===== src/rtl/prescaler_lib_pkg.sv =====
// Shared types for the prescaler / period meter pair.
// PERIOD_METER_AVG_EN selects the 4-sample averaged period output in period_meter_m.
package prescaler_lib;

  typedef enum logic [1:0] {
    PM_IDLE    = 2'd0,
    PM_MEASURE = 2'd1,
    PM_TIMEOUT = 2'd2
  } pm_state_t;

  localparam int unsigned PM_AVG_DEPTH = 4;
  localparam int unsigned PM_AVG_SHIFT = 2;

endpackage


===== src/rtl/period_meter_m_if.sv =====
// Signal-under-test input and measurement results of period_meter_m.
interface period_meter_m_if #(
  parameter int unsigned PERIOD_W = 16
);
  logic                sig_in;
  logic [PERIOD_W-1:0] period;
  logic                period_valid;
  logic                locked;
  logic                timeout;

  modport master (output sig_in, input period, period_valid, locked, timeout);
  modport slave  (input sig_in, output period, period_valid, locked, timeout);
endinterface


===== src/rtl/period_meter_m_edge_sync.sv =====
// edge_sync_m: STAGES-deep synchroniser followed by a registered rising-edge detector.
module edge_sync_m #(
  parameter int unsigned STAGES = 2
) (
  input  logic clk,
  input  logic rst,
  input  logic async_in,
  output logic sync_out,
  output logic rise
);

  logic [STAGES-1:0] sync_q, sync_d;
  logic              prev_q, prev_d;
  logic              rise_q, rise_d;

  always_comb begin
    sync_d = {sync_q[STAGES-2:0], async_in};
    prev_d = sync_q[STAGES-1];
    rise_d = sync_q[STAGES-1] & ~prev_q;
  end

  always_ff @(posedge clk or posedge rst) begin
    if (rst) begin
      sync_q <= '0;
      prev_q <= 1'b0;
      rise_q <= 1'b0;
    end else begin
      sync_q <= sync_d;
      prev_q <= prev_d;
      rise_q <= rise_d;
    end
  end

  assign sync_out = sync_q[STAGES-1];
  assign rise     = rise_q;

endmodule


===== src/rtl/period_meter_m.sv =====
// Measures the rise-to-rise period of an asynchronous input in clk cycles, with loss-of-signal timeout.
// Define PERIOD_METER_AVG_EN to report the floor mean of the last 4 raw periods instead.
module period_meter_m
  import prescaler_lib::*;
#(
  parameter int unsigned PERIOD_W    = 16,
  parameter int unsigned SYNC_STAGES = 2
) (
  input  logic             clk,
  input  logic             rst,
  period_meter_m_if.slave  bus
);

  localparam logic [PERIOD_W-1:0] CNT_MAX = '1;

  logic                rise;
  pm_state_t           state_q, state_d;
  logic [PERIOD_W-1:0] cnt_q, cnt_d;
  logic [PERIOD_W-1:0] raw_period_q, raw_period_d;
  logic                raw_valid_q, raw_valid_d;
  logic                locked_q, locked_d;
  logic                timeout_q, timeout_d;

  edge_sync_m #(.STAGES(SYNC_STAGES)) u_sync (
    .clk      (clk),
    .rst      (rst),
    .async_in (bus.sig_in),
    .sync_out (),
    .rise     (rise)
  );

  always_ff @(posedge clk or posedge rst) begin
    if (rst) begin
      state_q      <= PM_IDLE;
      cnt_q        <= '0;
      raw_period_q <= '0;
      raw_valid_q  <= 1'b0;
      locked_q     <= 1'b0;
      timeout_q    <= 1'b0;
    end else begin
      state_q      <= state_d;
      cnt_q        <= cnt_d;
      raw_period_q <= raw_period_d;
      raw_valid_q  <= raw_valid_d;
      locked_q     <= locked_d;
      timeout_q    <= timeout_d;
    end
  end

  always_comb begin
    state_d = state_q;
    case (state_q)
      PM_IDLE:    if (rise) state_d = PM_MEASURE;
      PM_MEASURE: if (!rise && (cnt_q == CNT_MAX)) state_d = PM_TIMEOUT;
      PM_TIMEOUT: if (rise) state_d = PM_MEASURE;
      default:    state_d = PM_IDLE;
    endcase
  end

  // An edge always beats saturation, so a period of exactly CNT_MAX is still reported.
  always_comb begin
    cnt_d        = cnt_q;
    raw_period_d = raw_period_q;
    raw_valid_d  = 1'b0;
    locked_d     = locked_q;
    timeout_d    = timeout_q;
    case (state_q)
      PM_IDLE: begin
        cnt_d = rise ? PERIOD_W'(1) : '0;
      end
      PM_MEASURE: begin
        if (rise) begin
          raw_period_d = cnt_q;
          raw_valid_d  = 1'b1;
          locked_d     = 1'b1;
          cnt_d        = PERIOD_W'(1);
        end else if (cnt_q == CNT_MAX) begin
          timeout_d = 1'b1;
          locked_d  = 1'b0;
        end else begin
          cnt_d = cnt_q + PERIOD_W'(1);
        end
      end
      PM_TIMEOUT: begin
        cnt_d = CNT_MAX;
        if (rise) begin
          cnt_d     = PERIOD_W'(1);
          timeout_d = 1'b0;
        end
      end
      default: begin
        cnt_d     = '0;
        locked_d  = 1'b0;
        timeout_d = 1'b0;
      end
    endcase
  end

`ifdef PERIOD_METER_AVG_EN
  localparam int unsigned SUM_W  = PERIOD_W + 2;
  localparam int unsigned FILL_W = 3;

  logic [PM_AVG_DEPTH-1:0][PERIOD_W-1:0] hist_q, hist_d;
  logic [SUM_W-1:0]                      sum_q, sum_d;
  logic [FILL_W-1:0]                     fill_q, fill_d;
  logic [PERIOD_W-1:0]                   avg_q, avg_d;
  logic                                  avg_valid_q, avg_valid_d;

  always_ff @(posedge clk or posedge rst) begin
    if (rst) begin
      hist_q      <= '0;
      sum_q       <= '0;
      fill_q      <= '0;
      avg_q       <= '0;
      avg_valid_q <= 1'b0;
    end else begin
      hist_q      <= hist_d;
      sum_q       <= sum_d;
      fill_q      <= fill_d;
      avg_q       <= avg_d;
      avg_valid_q <= avg_valid_d;
    end
  end

  // History restarts whenever lock is lost, so stale samples never leak into a new mean.
  always_comb begin
    hist_d      = hist_q;
    sum_d       = sum_q;
    fill_d      = fill_q;
    avg_d       = avg_q;
    avg_valid_d = 1'b0;
    if (state_q != PM_MEASURE) begin
      hist_d = '0;
      sum_d  = '0;
      fill_d = '0;
    end else if (raw_valid_q) begin
      sum_d  = sum_q + SUM_W'(raw_period_q) - SUM_W'(hist_q[PM_AVG_DEPTH-1]);
      hist_d = {hist_q[PM_AVG_DEPTH-2:0], raw_period_q};
      if (fill_q < FILL_W'(PM_AVG_DEPTH)) fill_d = fill_q + FILL_W'(1);
      if (fill_q >= FILL_W'(PM_AVG_DEPTH - 1)) begin
        avg_valid_d = 1'b1;
        avg_d       = sum_d[SUM_W-1:PM_AVG_SHIFT];
      end
    end
  end

  assign bus.period       = avg_q;
  assign bus.period_valid = avg_valid_q;
`else
  assign bus.period       = raw_period_q;
  assign bus.period_valid = raw_valid_q;
`endif

  assign bus.locked  = locked_q;
  assign bus.timeout = timeout_q;

endmodule


===== src/flat_wrapper.sv =====
// flat-port wrapper written by rule: the top's interface ports become plain ports
module period_meter_m_flat import prescaler_lib::*;
#(
  parameter int unsigned PERIOD_W    = 16,
  parameter int unsigned SYNC_STAGES = 2
)
  (clk, rst, bus_sig_in, bus_period, bus_period_valid, bus_locked, bus_timeout);
  period_meter_m_if #(.PERIOD_W(PERIOD_W)) bus_i ();
  input  logic clk;
  input  logic rst;
  input wire logic [$bits(bus_i.sig_in)-1:0] bus_sig_in;
  output wire logic [$bits(bus_i.period)-1:0] bus_period;
  output wire logic [$bits(bus_i.period_valid)-1:0] bus_period_valid;
  output wire logic [$bits(bus_i.locked)-1:0] bus_locked;
  output wire logic [$bits(bus_i.timeout)-1:0] bus_timeout;
  assign bus_i.sig_in = bus_sig_in;
  assign bus_period = bus_i.period;
  assign bus_period_valid = bus_i.period_valid;
  assign bus_locked = bus_i.locked;
  assign bus_timeout = bus_i.timeout;
  period_meter_m #(.PERIOD_W(PERIOD_W), .SYNC_STAGES(SYNC_STAGES)) u_core (.clk(clk), .rst(rst), .bus(bus_i));
endmodule

===== config.mk =====
export PLATFORM = sky130hd
export DESIGN_NAME = period_meter_m_flat
export DESIGN_NICKNAME = d
export VERILOG_FILES = /design/src/rtl/prescaler_lib_pkg.sv /design/src/rtl/period_meter_m_if.sv /design/src/rtl/period_meter_m_edge_sync.sv /design/src/rtl/period_meter_m.sv /design/src/flat_wrapper.sv
export SDC_FILE = /design/constraint.sdc
export NUM_CORES = 1
export LEC_CHECK = 0
export BUFFER_PORTS_ARGS = -buffer_cell sky130_fd_sc_hd__buf_2
export CORE_MARGIN = 2
export CORE_UTILIZATION = 57
export CTS_CLUSTER_DIAMETER = 50
export DETAILED_ROUTE_END_ITERATION = 6
export MAX_ROUTING_LAYER = met4
export PLACE_DENSITY = 0.82
export SLEW_MARGIN = 20
export SYNTH_ARGS = -nofsm -noshare
export SYNTH_HDL_FRONTEND = slang
export SYNTH_SLANG_ARGS = --single-unit

===== constraint.sdc =====
create_clock -name clk -period 2.35 [get_ports clk]
set_input_delay 0.1175 -clock clk [delete_from_list [all_inputs] [get_ports clk]]
set_output_delay 0.1175 -clock clk [all_outputs]
set_load 0.05 [all_outputs]

## After elaboration in Yosys (flattened, before gate mapping)

Index checks and enable logic that the tools add are counted.

| storage, ports and cells | value |
|---|---|
| bits of input ports | 3 |
| output and inout bits | 19 |
| logic and storage cells | 49 |
| register bits | 41 |

| cells by class | value |
|---|---|
| $add $sub $neg | 1 |
| reductions and logical operators | 8 |
| equality and inequality tests | 10 |
| bitwise gates (word level) | 4 |
| mux-type cells | 17 |

Operator list:

| cell | count |
|---|---|
| $mux W16 | 3 |
| $pmux W16 S3 | 1 |
| $add A16 B1 Y16 const B | 1 |
| $eq A16 B16 Y1 const B | 1 |
| $mux W1 | 8 |
| $ne A2 B1 Y1 const B | 3 |
| $reduce_and A2 Y1 | 3 |
| $mux W2 | 2 |
| $ne A2 B2 Y1 const B | 2 |
| $pmux W2 S2 | 1 |
| $reduce_and A4 Y1 | 1 |
| $ne A3 B2 Y1 const B | 1 |
| $ne A3 B3 Y1 const B | 1 |
| $not A1 Y1 | 3 |
| $pmux W1 S3 | 1 |
| $eq A2 B1 Y1 const B | 1 |
| $eq A2 B2 Y1 const B | 1 |
| $logic_not A2 Y1 | 1 |
| $pmux W1 S2 | 1 |
| $reduce_or A2 Y1 | 1 |
| $and A1 B1 Y1 | 1 |
| $logic_and A1 B1 Y1 | 1 |
| $logic_not A1 Y1 | 1 |

## Longest topological paths before layout

| depth | value |
|---|---|
| depth in word-level cells | 4 |
| depth in mapped cells | 6 |
| depth with buffers taken out | 5 |

## By module

Synthesis repeated with hierarchy kept, for this count alone.

| second synthesis, totals | value |
|---|---|
| cells, all modules | 161 |
| area, all modules | 1915.6 um^2 |

Modules (own cells, without submodules):

| module | sequential area each (um^2) | area each (um^2) | times used | cells an instance |
|---|---|---|---|---|
| period_meter_m | 925.9 | 1798.0 | 1 | 155 |
| edge_sync_m | 100.1 | 117.6 | 1 | 6 |

## Least setup slack after synthesis

No wires, ideal clock.

| path | value |
|---|---|
| kind | reg-to-reg |
| start | reg u_core.cnt_q[0] |
| end | reg u_core.locked_q, in the netlist u_core.bus.locked |
| data arrival time | 1527 ps |
| setup time | 130 ps |
| path slack | 693 ps |
| data required time | 2220 ps |
| buffers on the path | 0 |
| cell stages (with the launch flop) | 6 |
| clock period less this slack | 1657 ps |
| cell sequence | dfrtp_1 -> ha_1 -> nand4_1 -> or4_4 -> a22oi_1 -> o22ai_1 |

| between the ends | value |
|---|---|
| longest elaborated chain between the ends | 3 |

Ends and longest elaborated chain:

| what | RTL line | text |
|---|---|---|
| start, declared | period_meter_m.sv:18 | `logic [PERIOD_W-1:0] cnt_q, cnt_d;` |
| start signal, assigned | period_meter_m.sv:42 | `cnt_q <= cnt_d;` |
| $eq A16 B16 Y1 | period_meter_m.sv:77 | `end else if (cnt_q == CNT_MAX) begin` |
| $ne A3 B2 Y1 (no source line) | n/a |  |
| $reduce_and A2 Y1 (no source line) | n/a |  |
| end signal, assigned | period_meter_m.sv:45 | `locked_q <= locked_d;` |
| end, declared | period_meter_m.sv:21 | `logic locked_q, locked_d;` |

No other way between the ends.
A chain may end at the register's enable or synchronous reset.

## Worst setup path after layout

| path | value |
|---|---|
| start | reg u_core.cnt_q[0] |
| end | reg u_core.cnt_q[14] |

| between the ends | value |
|---|---|
| longest elaborated chain between the ends | 4 |
| elaborated cells on any way between the ends | 6 |
| classes of those cells | add/sub: 1; eq/ne: 2; mux: 3 |

Ends and longest elaborated chain:

| what | RTL line | text |
|---|---|---|
| $add A16 B1 Y16 | period_meter_m.sv:81 | `cnt_d = cnt_q + PERIOD_W'(1);` |
| $mux W16 | period_meter_m.sv:77 |  |
| $mux W16 | period_meter_m.sv:72 | `if (rise) begin` |
| $pmux W16 S3 | period_meter_m.sv:67 | `case (state_q)` |

Parallel ways exist; a longest one is shown, timed or not. The select of a mux whose other input is x is not followed.

==> qor.txt <==
Tcrit/Tclk final: 0.823
Worst Path Arrival: 2.16 ns
setup tns final: 0 ns
WHS: 0.362 ns
Synthesized Nets: 169
status: finished, final reports clean
synth top area cells: dfrtp_1 (54%), mux2_2 (8.8%), a21oi_1 (3.4%), xor2_1 (2.3%), nand4_4 (2.2%)
Max Buffers Root-to-Sink: 2
Slew @ Worst Pin: 0.738 ns
Synth top cells by count: dfrtp_1 (41), mux2_2 (15), a21oi_1 (13)
met2 wire len: 1.74 mm
H-tree Lvls: 2
Inserted Clock Buffers: 5
drt via density: 5.87
DR WL/cell: 15.1 um
critical path endpoint category: flip-flop
relative slew slack: 0.507
max frequency: 517 MHz
most frequently used flop master after synthesis: dfrtp_1
Setup WS pre-CTS: 0.417 ns
FF/Latch Area: 1030 um^2
ANT nets after route: 0
ANT cells: 0
die height: 62.0 um
number of fill cells: 257
Yosys warning count: 0
critical path peak fanout: 8
register area share after synthesis: 0.536
RSZ-0062 raised after global routing: false
Finished Core Util: 0.657
Period minus WS final: 1.93 ns
clock-pin slew on the worst setup and hold paths: 0.11 ns
vias in the first global route: 1271
Die Wd: 62.0 um
worst skew pair latency: 0.35 ns
core area: 3280 um^2
r2r setup slk: 0.42 ns
GPL Wtd Cong: 0.876
die area: 3840 um^2
multi-input combinational cell area: 830 um^2
# port buffers: 21
post-synthesis cell type with the largest combined area: dfrtp_1
via count: 1374
first-pass GRT wire length: 5.89 mm
peak supply drop: 428 uV
CTS tree: done
# rows: 21
Avg Inst Size Synth: 11.7 um^2
final setup fails: 0
CTS sink count: 41
Post-Layout Cell Count: 234
Final Hold Fails: 0
dpl hpwl: 2.49 mm
largest net degree at the start of global routing: 42
initial antenna violation count: 0
initial core utilization: 0.583
Max Used Layer: met4
DRT iter0 DRCs: 41
Synth Instances: 164
met1 WL: 1.58 mm
# IOs: 22
Leak: 1.05 nW
GRT Util Overall: 0.221
Residual DRC: 0
first-pass iteration count of the detailed router: 4
Worst setup SP type: flip-flop
Synth Cell Area: 1910 um^2
setup ws final: 0.416 ns
MaxCap Viol Count: 0
CP required: 2.57 ns
Root Buffer: clkbuf_4
Hold Path Class: flip-flop to flip-flop
power per cell area: 755 nW/um^2
max-slew violation count: 0
ratio of cells with drive above 1 in the final layout: 0.277
number of flops mapped to enable cells by yosys: 0
ys async rst share: 1.00
Syn-to-layout area delta: 12.7%
met3 routed wirelength: 151 um
synth unique cells: 42
Clock Skews: 0.00651 ns
PostCTS Resize Cnt: 0
Layout Nets: 192
Placed Cells: 224
most frequent cell after synthesis: dfrtp_1
area share of the largest cell type after synthesis: 0.536
Post CTS Setup Buffer Count: 0
Seq cells post-synth: 41
WL final: 3.53 mm
cts hold-fix bufs: 2
GRT overflow: 0
WS Path Type: flip-flop to flip-flop
registers in the layout, summed over array words and instances, names as in the netlist:
register                 cells
u_core.cnt_q                16
u_core.bus.period_valid      1
u_core.u_sync.rise           1
u_core.bus.period           16
u_core.bus.timeout           1
u_core.state_q               2
u_core.u_sync.prev_q         1
u_core.bus.locked            1
u_core.u_sync.sync_q         2
per-layer routing:
metal / vias up / track usage
met5: - / -
met4: 0 / 0.0699
met3: 5 / 0.0621
met2: 40 / 0.336
met1: 688 / 0.286
li1: 641 / -
worst max-delay path, cell delays in order (launching register included):
cell,delay (ns)
dfrtp_1,0.50
ha_1,0.31
and2_1,0.19
and2_1,0.18
a2111oi_0,0.51
o31ai_1,0.12
report_power, final:
part | internal (W) | switching, W
Combinational | 0.000104 | 0.000203
Clock | 0.000254 | 0.000214
Sequential | 0.000768 | 0.0000867
cells in the final DEF (no fill, tap or decap), drive strengths merged, types with 3 or more instances in the layout:
cell type / count
a21oi: 13
and2: 3
buf: 23
clkbuf: 7
dfrtp: 41
inv: 5
mux2: 15
mux2i: 4
nand2: 8
nand3: 8
nand4: 8
nor2: 3
nor3: 3
nor4: 3
o21ai: 5
xnor2: 4
xor2: 5
logic make-up after synthesis:
logic type                 Yosys count  share of synthesized area
AOI/OAI and AO/OA                   29                     0.0941
adders and majority gates            2                     0.0131
and+or+nand+nor                     50                      0.176
DFF                                 41                      0.536
muxes                               19                      0.109
buffers and inverters               14                     0.0307
xor gates and xnor gates             9                     0.0412
layout make-up:
class	count	share of cell area
clock buffers	7	0.0255
clock inverters	1	0.0139
inverters	5	0.00870
multi-input cells	109	0.385
flip-flops and latches	41	0.476
well taps	46	0.0267
repair buffers	25	0.0650
path summary, 6_finish.rpt:
path	start	endpoint	cells after the start
max reg2reg	u_core.cnt_q[0]	u_core.cnt_q[14]	5
min reg2reg	u_core.u_sync.sync_q[0]	u_core.u_sync.sync_q[1]	0
max	u_core.cnt_q[0]	u_core.cnt_q[14]	5
max in group asynchronous	rst	u_core.bus.period[8]	4
min	u_core.u_sync.sync_q[0]	u_core.u_sync.sync_q[1]	0
min in group asynchronous	rst	u_core.cnt_q[4]	4
metrics by stage:
step | total power, W | cell area [um^2]
after floorplan | 0.00109 | 1910
after global placement | 0.00115 | 2050
after detailed placement | 0.00117 | 2050
after CTS | 0.00164 | 2160
after global routing | 0.00171 | 2160
final | 0.00163 | 2160
No activity file was read; power rests on OpenSTA's default activity.
